**config.mk**
```make
export PLATFORM = sky130hd
export DESIGN_NAME = apb_cmd_master_flat
export DESIGN_NICKNAME = d
export VERILOG_FILES = /design/src/rtl/apb_mst_pkg.sv /design/src/rtl/apb_cmd_master_if.sv /design/src/rtl/apb_mst_tmo_cnt.sv /design/src/rtl/apb_cmd_master.sv /design/src/flat_wrapper.sv
export SDC_FILE = /design/constraint.sdc
export NUM_CORES = 1
export LEC_CHECK = 0
export ABC_AREA = 1
export ABC_CLOCK_PERIOD_IN_PS = 1350
export BUFFER_PORTS_ARGS = -buffer_cell sky130_fd_sc_hd__buf_2
export CAP_MARGIN = 20
export CORE_MARGIN = 4
export CORE_UTILIZATION = 42
export DETAILED_ROUTE_END_ITERATION = 7
export GPL_TIMING_DRIVEN = 0
export MAX_ROUTING_LAYER = met4
export PLACE_DENSITY_LB_ADDON = 0.25
export SLEW_MARGIN = 30
export SYNTH_ARGS = -nofsm -noshare
export SYNTH_HDL_FRONTEND = slang
export SYNTH_SLANG_ARGS = --single-unit
export TNS_END_PERCENT = 50
```
**constraint.sdc**
```tcl
create_clock -name pclk -period 1.35 [get_ports pclk]
set_clock_uncertainty 0.05 [all_clocks]
set_input_delay 0.135 -clock pclk [delete_from_list [all_inputs] [get_ports pclk]]
set_output_delay 0.135 -clock pclk [all_outputs]
set_load 0.01 [all_outputs]
```
**src/rtl/apb_mst_pkg.sv**
```systemverilog
// apb_mst_pkg: shared FSM state encoding and watchdog counter width for apb_cmd_master.
package apb_mst_pkg;

  typedef enum logic [1:0] {
    ST_IDLE   = 2'd0,
    ST_SETUP  = 2'd1,
    ST_ACCESS = 2'd2,
    ST_RESP   = 2'd3
  } state_e;

  localparam int TMO_CNT_W = 16;

endpackage

```
**src/rtl/apb_cmd_master_if.sv**
```systemverilog
// apb_cmd_master_if: command/response streams plus the APB3 bus of apb_cmd_master.
// Handshake: a beat transfers on a rising pclk edge where valid and ready are both high;
// the producer holds valid and its payload stable until that edge, ready may change freely.
interface apb_cmd_master_if #(
  parameter int AW = 32,
  parameter int DW = 32
);
  logic          req_valid;
  logic          req_ready;
  logic          req_write;
  logic [AW-1:0] req_addr;
  logic [DW-1:0] req_wdata;
  logic [2:0]    req_prot;
  logic          rsp_valid;
  logic          rsp_ready;
  logic [DW-1:0] rsp_rdata;
  logic          rsp_err;
  logic          rsp_timeout;
  logic          psel;
  logic          penable;
  logic          pwrite;
  logic [AW-1:0] paddr;
  logic [DW-1:0] pwdata;
  logic [2:0]    pprot;
  logic [DW-1:0] prdata;
  logic          pready;
  logic          pslverr;

  modport master (
    input  req_valid, req_write, req_addr, req_wdata, req_prot, rsp_ready,
    input  prdata, pready, pslverr,
    output req_ready, rsp_valid, rsp_rdata, rsp_err, rsp_timeout,
    output psel, penable, pwrite, paddr, pwdata, pprot
  );

  modport slave (
    output req_valid, req_write, req_addr, req_wdata, req_prot, rsp_ready,
    output prdata, pready, pslverr,
    input  req_ready, rsp_valid, rsp_rdata, rsp_err, rsp_timeout,
    input  psel, penable, pwrite, paddr, pwdata, pprot
  );
endinterface

```
**src/rtl/apb_mst_tmo_cnt.sv**
```systemverilog
// apb_mst_tmo_cnt: ACCESS-phase wait counter; expired_o flags the cycle whose
// increment would reach the limit, so the master leaves ACCESS after `limit` cycles.
module apb_mst_tmo_cnt
  import apb_mst_pkg::*;
#(
  parameter int CW = TMO_CNT_W
) (
  input  logic          pclk,
  input  logic          preset,
  input  logic          clear_i,
  input  logic          enable_i,
  input  logic [CW-1:0] limit_i,
  output logic          expired_o
);

  logic [CW-1:0] cnt_q, cnt_d;
  logic [CW:0]   cnt_inc;

  always_comb begin
    cnt_inc   = {1'b0, cnt_q} + (CW+1)'(1);
    expired_o = enable_i && (cnt_inc >= {1'b0, limit_i});
    cnt_d     = cnt_q;
    if (clear_i)       cnt_d = '0;
    else if (enable_i) cnt_d = cnt_inc[CW-1:0];
  end

  always_ff @(posedge pclk) begin
    if (preset) cnt_q <= '0;
    else        cnt_q <= cnt_d;
  end

endmodule

```
**src/rtl/apb_cmd_master.sv**
```systemverilog
// apb_cmd_master: one-at-a-time APB3 initiator driven by a valid/ready command stream.
// Define APB_CMD_MASTER_TIMEOUT_EN to add the hung-slave watchdog (apb_mst_tmo_cnt).
module apb_cmd_master
  import apb_mst_pkg::*;
#(
  parameter int AW      = 32,
  parameter int DW      = 32,
  parameter int TIMEOUT = 255
) (
  input  logic             pclk,
  input  logic             preset,
  apb_cmd_master_if.master bus,
  output state_e           state_dbg_o
);

  if (TIMEOUT < 1 || TIMEOUT > 65535) begin : g_bad_timeout
    $error("apb_cmd_master: TIMEOUT must be within 1..65535");
  end

  state_e        state_q, state_d;
  logic          psel_q, psel_d, penable_q, penable_d, pwrite_q, pwrite_d;
  logic [AW-1:0] paddr_q, paddr_d;
  logic [DW-1:0] pwdata_q, pwdata_d;
  logic [2:0]    pprot_q, pprot_d;
  logic          rsp_valid_q, rsp_valid_d, rsp_err_q, rsp_err_d;
  logic [DW-1:0] rsp_rdata_q, rsp_rdata_d;

`ifdef APB_CMD_MASTER_TIMEOUT_EN
  localparam logic [TMO_CNT_W-1:0] TMO_LIMIT = TMO_CNT_W'(TIMEOUT);
  logic tmo_expired;
  logic rsp_tmo_q, rsp_tmo_d;

  apb_mst_tmo_cnt #(.CW(TMO_CNT_W)) u_tmo_cnt (
    .pclk      (pclk),
    .preset    (preset),
    .clear_i   (state_q == ST_SETUP),
    .enable_i  ((state_q == ST_ACCESS) && !bus.pready),
    .limit_i   (TMO_LIMIT),
    .expired_o (tmo_expired)
  );
`endif

  always_comb begin
    state_d     = state_q;
    paddr_d     = paddr_q;
    pwrite_d    = pwrite_q;
    pwdata_d    = pwdata_q;
    pprot_d     = pprot_q;
    rsp_rdata_d = rsp_rdata_q;
    rsp_err_d   = rsp_err_q;
`ifdef APB_CMD_MASTER_TIMEOUT_EN
    rsp_tmo_d   = rsp_tmo_q;
`endif
    case (state_q)
      ST_IDLE: begin
        if (bus.req_valid) begin
          state_d  = ST_SETUP;
          paddr_d  = bus.req_addr;
          pwrite_d = bus.req_write;
          pwdata_d = bus.req_wdata;
          pprot_d  = bus.req_prot;
        end
      end
      ST_SETUP: state_d = ST_ACCESS;
      ST_ACCESS: begin
        // pready takes priority over a watchdog expiry in the same cycle
        if (bus.pready) begin
          state_d     = ST_RESP;
          rsp_rdata_d = pwrite_q ? '0 : bus.prdata;
          rsp_err_d   = bus.pslverr;
`ifdef APB_CMD_MASTER_TIMEOUT_EN
          rsp_tmo_d   = 1'b0;
        end else if (tmo_expired) begin
          state_d     = ST_RESP;
          rsp_rdata_d = '0;
          rsp_err_d   = 1'b1;
          rsp_tmo_d   = 1'b1;
`endif
        end
      end
      ST_RESP: if (bus.rsp_ready) state_d = ST_IDLE;
      default: state_d = ST_IDLE;
    endcase
    // Bus controls are registered from the next state so they align with it.
    psel_d      = (state_d == ST_SETUP) || (state_d == ST_ACCESS);
    penable_d   = (state_d == ST_ACCESS);
    rsp_valid_d = (state_d == ST_RESP);
  end

  always_ff @(posedge pclk) begin
    if (preset) begin
      state_q     <= ST_IDLE;
      psel_q      <= 1'b0;
      penable_q   <= 1'b0;
      pwrite_q    <= 1'b0;
      paddr_q     <= '0;
      pwdata_q    <= '0;
      pprot_q     <= '0;
      rsp_valid_q <= 1'b0;
      rsp_rdata_q <= '0;
      rsp_err_q   <= 1'b0;
`ifdef APB_CMD_MASTER_TIMEOUT_EN
      rsp_tmo_q   <= 1'b0;
`endif
    end else begin
      state_q     <= state_d;
      psel_q      <= psel_d;
      penable_q   <= penable_d;
      pwrite_q    <= pwrite_d;
      paddr_q     <= paddr_d;
      pwdata_q    <= pwdata_d;
      pprot_q     <= pprot_d;
      rsp_valid_q <= rsp_valid_d;
      rsp_rdata_q <= rsp_rdata_d;
      rsp_err_q   <= rsp_err_d;
`ifdef APB_CMD_MASTER_TIMEOUT_EN
      rsp_tmo_q   <= rsp_tmo_d;
`endif
    end
  end

  assign bus.req_ready   = (state_q == ST_IDLE);
  assign bus.psel        = psel_q;
  assign bus.penable     = penable_q;
  assign bus.pwrite      = pwrite_q;
  assign bus.paddr       = paddr_q;
  assign bus.pwdata      = pwdata_q;
  assign bus.pprot       = pprot_q;
  assign bus.rsp_valid   = rsp_valid_q;
  assign bus.rsp_rdata   = rsp_rdata_q;
  assign bus.rsp_err     = rsp_err_q;
`ifdef APB_CMD_MASTER_TIMEOUT_EN
  assign bus.rsp_timeout = rsp_tmo_q;
`else
  assign bus.rsp_timeout = 1'b0;
`endif
  assign state_dbg_o     = state_q;

endmodule

```
**src/flat_wrapper.sv**
```systemverilog
// flat-port wrapper written by rule: the top's interface ports become plain ports
module apb_cmd_master_flat import apb_mst_pkg::*;
#(
  parameter int AW      = 32,
  parameter int DW      = 32,
  parameter int TIMEOUT = 255
)
  (pclk, preset, state_dbg_o, bus_req_valid, bus_req_write, bus_req_addr, bus_req_wdata, bus_req_prot, bus_rsp_ready, bus_prdata, bus_pready, bus_pslverr, bus_req_ready, bus_rsp_valid, bus_rsp_rdata, bus_rsp_err, bus_rsp_timeout, bus_psel, bus_penable, bus_pwrite, bus_paddr, bus_pwdata, bus_pprot);
  apb_cmd_master_if #(.AW(AW), .DW(DW)) bus_i ();
  input  logic pclk;
  input  logic preset;
  output state_e state_dbg_o;
  input wire logic [$bits(bus_i.req_valid)-1:0] bus_req_valid;
  input wire logic [$bits(bus_i.req_write)-1:0] bus_req_write;
  input wire logic [$bits(bus_i.req_addr)-1:0] bus_req_addr;
  input wire logic [$bits(bus_i.req_wdata)-1:0] bus_req_wdata;
  input wire logic [$bits(bus_i.req_prot)-1:0] bus_req_prot;
  input wire logic [$bits(bus_i.rsp_ready)-1:0] bus_rsp_ready;
  input wire logic [$bits(bus_i.prdata)-1:0] bus_prdata;
  input wire logic [$bits(bus_i.pready)-1:0] bus_pready;
  input wire logic [$bits(bus_i.pslverr)-1:0] bus_pslverr;
  output wire logic [$bits(bus_i.req_ready)-1:0] bus_req_ready;
  output wire logic [$bits(bus_i.rsp_valid)-1:0] bus_rsp_valid;
  output wire logic [$bits(bus_i.rsp_rdata)-1:0] bus_rsp_rdata;
  output wire logic [$bits(bus_i.rsp_err)-1:0] bus_rsp_err;
  output wire logic [$bits(bus_i.rsp_timeout)-1:0] bus_rsp_timeout;
  output wire logic [$bits(bus_i.psel)-1:0] bus_psel;
  output wire logic [$bits(bus_i.penable)-1:0] bus_penable;
  output wire logic [$bits(bus_i.pwrite)-1:0] bus_pwrite;
  output wire logic [$bits(bus_i.paddr)-1:0] bus_paddr;
  output wire logic [$bits(bus_i.pwdata)-1:0] bus_pwdata;
  output wire logic [$bits(bus_i.pprot)-1:0] bus_pprot;
  assign bus_i.req_valid = bus_req_valid;
  assign bus_i.req_write = bus_req_write;
  assign bus_i.req_addr = bus_req_addr;
  assign bus_i.req_wdata = bus_req_wdata;
  assign bus_i.req_prot = bus_req_prot;
  assign bus_i.rsp_ready = bus_rsp_ready;
  assign bus_i.prdata = bus_prdata;
  assign bus_i.pready = bus_pready;
  assign bus_i.pslverr = bus_pslverr;
  assign bus_req_ready = bus_i.req_ready;
  assign bus_rsp_valid = bus_i.rsp_valid;
  assign bus_rsp_rdata = bus_i.rsp_rdata;
  assign bus_rsp_err = bus_i.rsp_err;
  assign bus_rsp_timeout = bus_i.rsp_timeout;
  assign bus_psel = bus_i.psel;
  assign bus_penable = bus_i.penable;
  assign bus_pwrite = bus_i.pwrite;
  assign bus_paddr = bus_i.paddr;
  assign bus_pwdata = bus_i.pwdata;
  assign bus_pprot = bus_i.pprot;
  apb_cmd_master #(.AW(AW), .DW(DW), .TIMEOUT(TIMEOUT)) u_core (.pclk(pclk), .preset(preset), .bus(bus_i), .state_dbg_o(state_dbg_o));
endmodule
```
== Word level (Yosys, flattened, before mapping) ==
Index checks and enable logic that the tools add are counted.

* Flip-flop bits (word level): 106
* Word-level logic and storage cells: 25
* Input bits: 106
* Output and inout bits: 108

* Reductions and logical operators: 4
* Equality and inequality tests: 6
* Mux-type cells: 5

{| class="wikitable"
|+ Operator list
! operator !! number
|-
| $mux W32 || 1
|-
| $eq A2 B2 Y1 const B || 4
|-
| $pmux W2 S4 || 1
|-
| $mux W2 || 3
|-
| $eq A2 B1 Y1 const B || 2
|-
| $reduce_and A2 Y1 || 2
|-
| $logic_not A2 Y1 || 1
|-
| $logic_or A1 B1 Y1 || 1
|}

== Longest topological paths before layout ==
* Word-level depth: 4
* Depth in mapped cells: 8
* Depth with buffers taken out: 8

== Worst setup path before layout ==
Ideal clock, no wire load.

* Kind: reg-to-reg
* From: register u_core.state_q[1], in the netlist u_core.state_dbg_o[1]
* To: register u_core.psel_q, in the netlist u_core.bus.psel
* Clock period less this slack: 1327 ps
* Data required time: 1236 ps
* Path buffers: 1
* Stages on the path, launching flop included: 8
* Arrival time: 1213 ps
* Setup slack: 23 ps
* Library setup time: 64 ps
* Cells stage by stage: dfxtp_1 nor2_2 buf_4 nand2_1 nand2_1 inv_1 ha_1 nor2_1

* Word-level cells in the longest chain between the ends: 4
* Elaborated cells on any way between the ends: 11
* Those cells by class: 5 x eq/ne; 4 x mux; 2 x reduce/logical

{| class="wikitable"
|+ RTL lines
! item !! line !! source
|-
| from (decl) || apb_cmd_master.sv:20 || <nowiki>state_e state_q, state_d;</nowiki>
|-
| from (signal assigned) || apb_cmd_master.sv:106 || <nowiki>state_q <= state_d;</nowiki>
|-
| $eq A2 B2 Y1 (tied with other cells) || apb_cmd_master.sv:54 || <nowiki>case (state_q)</nowiki>
|-
| $pmux W2 S4 * || apb_cmd_master.sv:54 ||
|-
| net u_core.state_d[0] || apb_cmd_master.sv:20 ||
|-
| $eq A2 B1 Y1 / $eq A2 B2 Y1 (equally long branches) || apb_cmd_master.sv:85 || <nowiki>psel_d = (state_d == ST_SETUP) || (state_d == ST_ACCESS);</nowiki>
|-
| $logic_or A1 B1 Y1 * || apb_cmd_master.sv:85 ||
|-
| to (signal assigned) || apb_cmd_master.sv:107 || <nowiki>psel_q <= psel_d;</nowiki>
|-
| to (decl) || apb_cmd_master.sv:21 || <nowiki>logic psel_q, psel_d, penable_q, penable_d, pwrite_q, pwrite_d;</nowiki>
|}

Mark *: on every way through the listed nets, which the timed path passes. The rest lies on a longest branch.
A chain may end at the register's enable or synchronous reset.

== Final worst setup path ==
* From: register u_core.state_q[1], in the netlist u_core.state_dbg_o[1]
* To: output port bus_req_ready

* Word-level cells in the longest chain between the ends: 1

{| class="wikitable"
|+ RTL lines
! item !! line !! source
|-
| $logic_not A2 Y1 || apb_cmd_master.sv:122 || <nowiki>assign bus.req_ready = (state_q == ST_IDLE);</nowiki>
|-
| to (decl) || flat_wrapper.sv:22 || <nowiki>output wire logic [$bits(bus_i.req_ready)-1:0] bus_req_ready;</nowiki>
|}

No other way between the ends.

==> results.cfg <==
[global_route]
overflow = 0
grt_max_degree = 17
antenna_found_initial = 1
grt_pass1_vias = 4671
grt.total_usage_pct = 21.7
grt_pass1_wl_mm = 22.1

[outcome]
violations = negative setup slack
status = finished with violations

[yosys]
yosys_warnings = 0
synth_top_cell_by_area = dfxtp_1
synth.area.top_cells = dfxtp_1 (47%), nand2_1 (12%), nand3b_1 (11%)
seq_area_frac_synth_pct = 46.6
synth_cell_types = 16
synth_common_cells = nand2_1 (143), dfxtp_1 (106), nor2_1 (106)
async_flop_share_pct = 0
ys.flop_type = dfxtp_1
syn-num-nets = 733
yosysTopAreaCellShare_pct = 46.6
postSynthCellCount = 625
syn_area_per_cell_sq_um = 7.28
netlist_area_sq_um = 4550
ys_ff_latch = 106
synth_edf_count = 0
yosysMostFrequentCell = nand2_1

[routing]
routed_wirelength_mm = 13.8
routedWlPerCell_um = 13.4
drt-initial-drc-count = 301
vias = 4822
drtAntennaViolNets = 0
drc = 0
vias_per_cell = 4.69
drt_pre_antenna_iters = 5

[clocking]
cts_buffers = 9
clockBufferDepth = 2
cts_tree = yes
root_buffer = clkbuf_8
clk_latency_ns = 0.36
cts.clk_slew.worst_paths_ns = 0.10
cts.sinks = 106
cts_max_level = 3

[power_and_ir_drop]
power_density_nw_per_um2 = 1180
ir_worst_vdd_v = 0.000537
p_sw_share_pct = 29.4
seq_power_share_pct = 46.7
p_leak_nw = 3.37
fin_total_pwr_mw = 7.63
pwr-share-comb_pct = 25.4
power_frac_clock_pct = 27.9
power.internal_mw = 5.39
switchingPower_mw = 2.25

[sta]
post-route-min-period_ns = 1.36
setup_slack_ns = -0.00579
max_clock_freq_mhz = 738
finalHoldViolCount = 0
hold_ws_ns = 0.0135
drv_slew = 0
post-route-period-util_pct = 100
final.setup.tns_ns = -0.00579
setup_viol = 1
rsz0062_at_grt = true

[die]
rows = 37
io_pins = 214
die_w_um = 112
dieArea_sq_um = 12600
start_util_pct = 43.5
die_h_um = 112
core_sq_um = 10500

[layout]
syn2layout_area_growth_pct = 42.5
fillCellCount = 963
final-seq-area_sq_um = 2130
multi_input_area_sq_um = 2030
num-nets-final = 995
fin_cells = 1029
drive_above_1_share_pct = 30.0

[critical_path]
crit_arrival_ns = 1.17
required_ns = 1.16
endpoint_kind = output port
cp_max_fo = 3
worstSetupPathType = reg -> out
crit_path_start_kind = register
ff2ff_path_depth = 7

[placement]
port_buffers = 211
dp_hpwl_mm = 10.1
gp_congestion = 0.838
dp_cells = 972
place_ws_ns = -0.119

[min_path]
hold_path.class = in -> reg
hold_depth = 4

[job]
drv_cap = 0
[state kept, by name, indices dropped and copies added, names as in the netlist, 2 cells and up]
register and count:
u_core.bus.paddr 32, u_core.bus.pwdata 32, u_core.state_dbg_o 2, u_core.bus.rsp_rdata 32, u_core.bus.pprot 3
[power by group through the flow]
stage | sequential [mW] | combinational, mW | clock, mW
final | 3.56 | 1.94 | 2.13
after global routing | 3.60 | 2.16 | 2.34
after global placement | 3.62 | 1.71 | 0
after CTS | 3.57 | 1.89 | 2.20
after floorplan | 3.76 | 0.922 | 0
after detailed placement | 3.63 | 1.75 | 0
[cell usage in the layout (no fill, tap or decap), drive strengths merged, types with 4 or more instances in the layout]
cell type and instances:
buf 256, nand2 143, nor2 107, dfxtp 106, a21oi 100, nand3b 68, inv 43, dlygate4sd3 35
clkbuf 22, nand3 4
[worst paths after layout]
path	endpoint	slack, ns	start
max reg2reg	u_core.bus.paddr[12]	0.04	u_core.state_dbg_o[1]
max	bus_req_ready	-0.006	u_core.state_dbg_o[1]
min	u_core.bus.paddr[26]	0.01	bus_req_addr[26]
min reg2reg	u_core.bus.paddr[1]	0.44	u_core.bus.paddr[1]
[worst max-delay path, stage by stage (launching register included)]
cell and delay (ns):
dfxtp_4 0.36, nor2_4 0.15, buf_6 0.12, buf_8 0.09, buf_6 0.09
[layer usage]
metal	vias up	GRT usage [%]	wire, um
met2	179	36.6	6470
met3	21	4.69	1100
li1	2494	-	-
met4	0	7.85	272
met1	2128	25.5	5940
met5	-	-	0
[stage by stage]
stage | area (sq um) | utilization (%)
4_1_cts | 6410 | 61.3
5_1_grt | 6490 | 62.0
2_1_floorplan | 4550 | -
3_5_place_dp | 5780 | 55.2
3_3_place_gp | 5780 | 55.2
6_report | 6490 | 62.0
[final cells by class]
| class | instances | area share [%] |
|---|---|---|
| clock buffer | 11 | 2.18 |
| tap | 136 | 2.62 |
| buffer | 50 | 4.78 |
| sequential | 106 | 32.8 |
| inverter | 43 | 2.49 |
| multi-input combinational | 425 | 31.3 |
| clock inverter | 5 | 1.20 |
| antenna | 1 | 0.0386 |
| timing repair buffer | 252 | 22.6 |
[kinds of logic after synthesis]
family | Yosys count | synth area share [%]
other | 1 | 0.0824
adders and majority gates | 2 | 0.550
DFF | 106 | 46.6
AOI/OAI and AO/OA | 100 | 11.0
and+or+nand+nor | 322 | 32.4
buffers and inverters | 94 | 9.32
[timing repair]
action                                 in CTS  in global routing
endpoints found under the hold margin      39                  0
gates resized for setup                    10                 20
pin swaps                                   1                  4
gates cloned                                0                  0
setup endpoints to repair                   4                 95
buffers inserted                            5                  1
hold buffers                               35                  0
(Power assumes the default switching activity.)
